==> config.mk <==
export PLATFORM = sky130hd
export DESIGN_NAME = jtdsp16_loop_cache
export DESIGN_NICKNAME = d
export VERILOG_FILES = /design/src/rtl/jtdsp16_pkg.sv /design/src/rtl/jtdsp16_loop_mem.sv /design/src/rtl/jtdsp16_loop_cache.sv
export SDC_FILE = /design/constraint.sdc
export NUM_CORES = 1
export LEC_CHECK = 0
export CAP_MARGIN = 20
export CORE_MARGIN = 2
export CORE_UTILIZATION = 40
export CTS_BUF_LIST = sky130_fd_sc_hd__clkbuf_16
export DETAILED_ROUTE_END_ITERATION = 7
export MAX_ROUTING_LAYER = met4
export PLACE_DENSITY = 0.69
export SYNTH_ARGS = -nofsm -noshare
export SYNTH_HDL_FRONTEND = slang
export SYNTH_SLANG_ARGS = --single-unit
==> constraint.sdc <==
create_clock -name clk -period 7.7 [get_ports clk]
set_input_delay 0.77 -clock clk [delete_from_list [all_inputs] [get_ports clk]]
set_output_delay 0.77 -clock clk [all_outputs]
set_load 0.01 [all_outputs]
==> src/rtl/jtdsp16_pkg.sv <==
// Shared DSP16 definitions: loop cache state encoding and default geometry.
package jtdsp16_pkg;

  localparam int unsigned JTDSP16_DW         = 16;
  localparam int unsigned JTDSP16_LOOP_DEPTH = 15;
  localparam int unsigned JTDSP16_LOOP_NW    = 4;
  localparam int unsigned JTDSP16_LOOP_CNT_W = 7;

  typedef enum logic [1:0] {
    LOOP_IDLE   = 2'd0,
    LOOP_LOAD   = 2'd1,
    LOOP_REPLAY = 2'd2
  } loop_state_t;

endpackage

==> src/rtl/jtdsp16_loop_mem.sv <==
// Loop body storage: synchronous write, asynchronous read, contents not reset.
module jtdsp16_loop_mem #(
  parameter int unsigned DW    = 16,
  parameter int unsigned DEPTH = 15,
  parameter int unsigned AW    = 4
) (
  input  logic          clk,
  input  logic          we,
  input  logic [AW-1:0] waddr,
  input  logic [DW-1:0] wdata,
  input  logic [AW-1:0] raddr,
  output logic [DW-1:0] rdata
);

  logic [DW-1:0] mem [0:DEPTH-1];

  always_ff @(posedge clk) begin
    if (we) mem[waddr] <= wdata;
  end

  assign rdata = mem[raddr];

endmodule

==> src/rtl/jtdsp16_loop_cache.sv <==
// DSP16 hardware loop unit: captures a "do" body while it executes once, then replays it.
// Optional JTDSP16_LOOP_BRK_EN adds the brk port to end a replaying loop early.
module jtdsp16_loop_cache
  import jtdsp16_pkg::*;
#(
  parameter int unsigned DW    = JTDSP16_DW,
  parameter int unsigned DEPTH = JTDSP16_LOOP_DEPTH,
  parameter int unsigned NW    = JTDSP16_LOOP_NW,
  parameter int unsigned CNT_W = JTDSP16_LOOP_CNT_W
) (
  input  logic             clk,
  input  logic             rst_n,
  input  logic             cen,
  input  logic             inst_en,
  input  logic             do_start,
  input  logic             redo_start,
  input  logic [NW-1:0]    ni,
  input  logic [CNT_W-1:0] k,
  input  logic [DW-1:0]    rom_dout,
`ifdef JTDSP16_LOOP_BRK_EN
  input  logic             brk,
`endif
  output logic [DW-1:0]    cache_dout,
  output logic             cache_sel,
  output logic             pc_halt,
  output logic             busy,
  output logic             bad_cmd,
  output logic [15:0]      cnt_dout
);

  localparam logic [NW-1:0]    PTR_ONE = NW'(1);
  localparam logic [CNT_W-1:0] CNT_ONE = CNT_W'(1);

  loop_state_t      state;
  logic [NW-1:0]    wr_ptr, rd_ptr, ni_r;
  logic [CNT_W-1:0] k_r, iter, cnt_sel;
  logic             valid, cmd_bad, brk_req, last_wr, last_rd, mem_we;
  logic [DW-1:0]    mem_rd;

`ifdef JTDSP16_LOOP_BRK_EN
  assign brk_req = brk;
`else
  assign brk_req = 1'b0;
`endif

  assign last_wr = (wr_ptr == ni_r - PTR_ONE);
  assign last_rd = (rd_ptr == ni_r - PTR_ONE);
  assign mem_we  = cen & inst_en & (state == LOOP_LOAD);

  // do_start takes priority: a simultaneous redo is judged as a do only
  always_comb begin
    cmd_bad = 1'b0;
    if (do_start || redo_start) begin
      if (state != LOOP_IDLE)
        cmd_bad = 1'b1;
      else if (do_start)
        cmd_bad = (ni == '0) || (32'(ni) > DEPTH) || (k == '0);
      else
        cmd_bad = !valid || (k == '0);
    end
  end

  always_ff @(posedge clk or negedge rst_n) begin
    if (!rst_n) begin
      state   <= LOOP_IDLE;
      wr_ptr  <= '0;
      rd_ptr  <= '0;
      ni_r    <= '0;
      k_r     <= '0;
      iter    <= '0;
      valid   <= 1'b0;
      bad_cmd <= 1'b0;
    end else if (cen) begin
      bad_cmd <= cmd_bad;
      case (state)
        LOOP_IDLE: begin
          if (do_start) begin
            if (!cmd_bad) begin
              ni_r   <= ni;
              k_r    <= k;
              wr_ptr <= '0;
              valid  <= 1'b0;
              state  <= LOOP_LOAD;
            end
          end else if (redo_start && !cmd_bad) begin
            rd_ptr <= '0;
            iter   <= k;
            state  <= LOOP_REPLAY;
          end
        end
        LOOP_LOAD: begin
          if (inst_en) begin
            wr_ptr <= wr_ptr + PTR_ONE;
            if (last_wr) begin
              valid <= 1'b1;
              if (k_r == CNT_ONE) begin
                state <= LOOP_IDLE;
              end else begin
                rd_ptr <= '0;
                iter   <= k_r - CNT_ONE;
                state  <= LOOP_REPLAY;
              end
            end
          end
        end
        LOOP_REPLAY: begin
          // brk leaves iter at 1 after this step, so at most one more body pass follows
          if (inst_en) begin
            if (last_rd) begin
              rd_ptr <= '0;
              if (iter == CNT_ONE) begin
                iter  <= '0;
                state <= LOOP_IDLE;
              end else begin
                iter <= brk_req ? CNT_ONE : iter - CNT_ONE;
              end
            end else begin
              rd_ptr <= rd_ptr + PTR_ONE;
              if (brk_req) iter <= CNT_ONE;
            end
          end
        end
        default: state <= LOOP_IDLE;
      endcase
    end
  end

  jtdsp16_loop_mem #(
    .DW    (DW),
    .DEPTH (DEPTH),
    .AW    (NW)
  ) u_mem (
    .clk   (clk),
    .we    (mem_we),
    .waddr (wr_ptr),
    .wdata (rom_dout),
    .raddr (rd_ptr),
    .rdata (mem_rd)
  );

  always_comb begin
    cnt_sel = '0;
    case (state)
      LOOP_LOAD:   cnt_sel = k_r;
      LOOP_REPLAY: cnt_sel = iter;
      default:     cnt_sel = '0;
    endcase
  end

  assign cache_sel  = (state == LOOP_REPLAY);
  assign pc_halt    = (state == LOOP_REPLAY);
  assign busy       = (state != LOOP_IDLE);
  assign cache_dout = (state == LOOP_REPLAY) ? mem_rd : '0;
  assign cnt_dout   = 16'(cnt_sel);

endmodule

==> flow_metrics.env <==
export IMPL_antenna_found_initial=0
export IMPL_worstSetupStartpointType="register"
export IMPL_num_fill_cells=2311
export IMPL_most_common_layout_cells="240 x edfxtp_1, 64 x mux4_2, 59 x clkdlybuf4s50_1"
export IMPL_synth_seq_cells=270
export IMPL_nets=766
export IMPL_power_density_mw_per_mm2=331.1
export IMPL_vias_per_cell=5.324
export IMPL_die_h_um=173.1
export IMPL_worstSetupEndpointType="output pin"
export IMPL_io_buffer_count=59
export IMPL_clock_root_buffer="clkbuf_16"
export IMPL_holdWs_ns=0.5313
export IMPL_slew_viol_final=0
export IMPL_fin_ws_ns=3.082
export IMPL_async_reset_ff_share_pct=11.11
export IMPL_max_vdd_ir_drop_v=0.0002369
export IMPL_cts_hold_buf=0
export IMPL_min_path_type="reg -> reg"
export IMPL_cts_path_max_buffers=3
export IMPL_vias=5963
export IMPL_post_synth_cell_area_avg_um2=17.65
export IMPL_synth_edff_count=240
export IMPL_coreArea_mm2=0.02793
export IMPL_setup_violations_final=0
export IMPL_worst_pin_slew_ns=1.039
export IMPL_numCtsBuffers=28
export IMPL_cp_data_arrival_time_ns=3.85
export IMPL_hold_viol=0
export IMPL_maxCapViolations=0
export IMPL_grt_usage_pct=16.41
export IMPL_grt_max_degree=85
export IMPL_period_minus_slack_ns=4.618
export IMPL_drt_iter0_markers=504
export IMPL_synth_top_area_share_pct=63.01
export IMPL_io_pins=69
export IMPL_grt_ovfl_total=0
export IMPL_cts_tree="done"
export IMPL_fin_tns_setup_ns=0
export IMPL_yosysSeqAreaShare_pct=69.57
export IMPL_clock_latency_ns=0.57
export IMPL_grt_pass1_vias=5979
export IMPL_drive_gt1_share_pct=21.97
export IMPL_mostFrequentLayoutCell="edfxtp_1"
export IMPL_total_leakage_power_nw=4.396
export IMPL_yosysTopAreaCell="edfxtp_1"
export IMPL_postCtsSetupBuffers=0
export IMPL_die_w_um=173.1
export IMPL_first_pass_iters=5
export IMPL_critPathBufInv=2
export IMPL_ant_nets=0
export IMPL_grt_pass1_wl_um=36560
export IMPL_cp_top_family="buffers and inverters"
export IMPL_gp_congestion=0.7614
export IMPL_synthesis_area_mm2=0.01144
export IMPL_num_antenna_cells=0
export IMPL_wl_per_cell_um=21.25
export IMPL_crit_required_ns=6.93
export IMPL_cts_max_level=1
export IMPL_dieArea_mm2=0.02997
export IMPL_grt_setup_unrepaired="false"
export IMPL_ys_flop_type="edfxtp_1"
export IMPL_outcome="complete, no violations"
export IMPL_start_util_pct=40.95
export IMPL_ys_warn_count=0
export IMPL_path_common_cell="mux4_2"
export IMPL_place_ws_ns=3.591
export IMPL_drcViolationCount=0
export IMPL_rrSetupSlack_ns=4.05
export IMPL_max_stage_delay_ns=0.76
export IMPL_routed_wl_um=23800
export IMPL_worstSetupPathType="reg -> out"
export IMPL_fin_skew_ns=0.04248
export IMPL_dpl_hpwl_um=13660
export IMPL_cts_num_sinks=270
export IMPL_timing_fmax_ghz=0.2165
export IMPL_synth_top_cells_by_area="edfxtp_1 63%, mux4_2 13%, dfrtp_1 6.6%"
export IMPL_num_rows=61
export IMPL_crit_chain="buf_4, mux4_2, mux4_2, and2_1, clkdlybuf4s50_1"
export IMPL_slowest_stage="dfrtp_4"
export IMPL_cp_max_fo=42
export IMPL_fin_crit_sh_pct=59.98
export IMPL_syn_to_final_growth_pct=17.86
export IMPL_synthCells=648
export IMPL_cts_resized=0
export IMPL_max_slew_margin_pct=30.69
export IMPL_ys_types=52
export IMPL_clkTransAtPathRegs_ns=0.06
-- final timing paths --
| check | endpoint | depth (start not counted) | start |
|---|---|---|---|
| max | cache_dout[6] | 5 | rd_ptr[0] |
| min | valid | 1 | valid |
| max reg2reg | iter[6] | 6 | rd_ptr[0] |
| min reg2reg | valid | 1 | valid |
| max in group asynchronous | rd_ptr[0] | 2 | rst_n |
| min in group asynchronous | ni_r[1] | 2 | rst_n |
-- through the flow --
step	std cells	total power [mW]	utilization (%)	cell area, um2
finish	1120	4.463	48.26	13480
global route	1120	4.680	48.26	13480
CTS	1119	4.507	48.21	13470
detailed placement	1067	3.120	44.76	12500
global placement	1067	3.107	44.76	12500
floorplan	656	2.745	-	11470
-- where the power goes --
part / leakage [nW] / internal [mW] / total (mW) / switching (mW)
clock: 0.478 / 0.808 / 1.38 / 0.575
sequential: 2.53 / 1.68 / 1.83 / 0.149
combinational: 1.39 / 0.667 / 1.25 / 0.587
-- layout make-up --
cell class                 instances  area (um2)  share of cell area [%]
clock buffer                      28       700.7                   5.197
clock inverter                    24       261.5                   1.940
inverter                          20       75.07                  0.5568
multi-input combinational        323        3276                   24.30
sequential                       270        7963                   59.06
tap                              378       473.0                   3.508
timing repair buffer              77       733.2                   5.439
-- per-layer routing --
layer  GRT usage [%]  routed length (um)  vias to the layer above
met1           22.61               10440                     3058
met4           4.096                 512                        0
li1                -                   -                     2675
met3           2.704                1371                       40
met2           25.65               11480                      190
met5               -                   0                        -
-- registers in the layout, indices dropped and copies added (netlist names) --
signal / cells
bad_cmd: 1
iter: 7
k_r: 7
ni_r: 4
rd_ptr: 4
state: 2
u_mem.mem: 240
valid: 1
wr_ptr: 4
-- cell usage after synthesis, drive strengths merged, types with 2 or more instances --
library cell and count:
xor2 6, mux4 64, o21ai 27, dfrtp 30, mux2i 22, clkbuf 21
ha 13, nand2 36, o221ai 4, o21a 3, mux2 15, inv 20
nand2b 3, edfxtp 240, nor4 4, a21oi 8, xnor2 13, buf 22
or3 3, a22oi 7, nor2b 8, a211o 2, nor3 7, nand3 4
or4 3, o31ai 3, nor2 24, and2 16, o41ai 2, a21o 3
o211ai 2
-- cells by family (layout without fill, tap and decap cells) --
group / count (synthesis) / in the layout / share of synthesized area, %
other cells: 1 / 9 / 0.03278
buf+inv: 63 / 149 / 2.472
simple gates: 112 / 112 / 4.868
mux: 101 / 101 / 16.13
flops: 270 / 270 / 69.57
xor+xnor: 19 / 19 / 1.520
fa+ha+maj: 13 / 13 / 1.422
compound gates: 69 / 69 / 3.982
No activity file was read; power rests on OpenSTA's default activity.
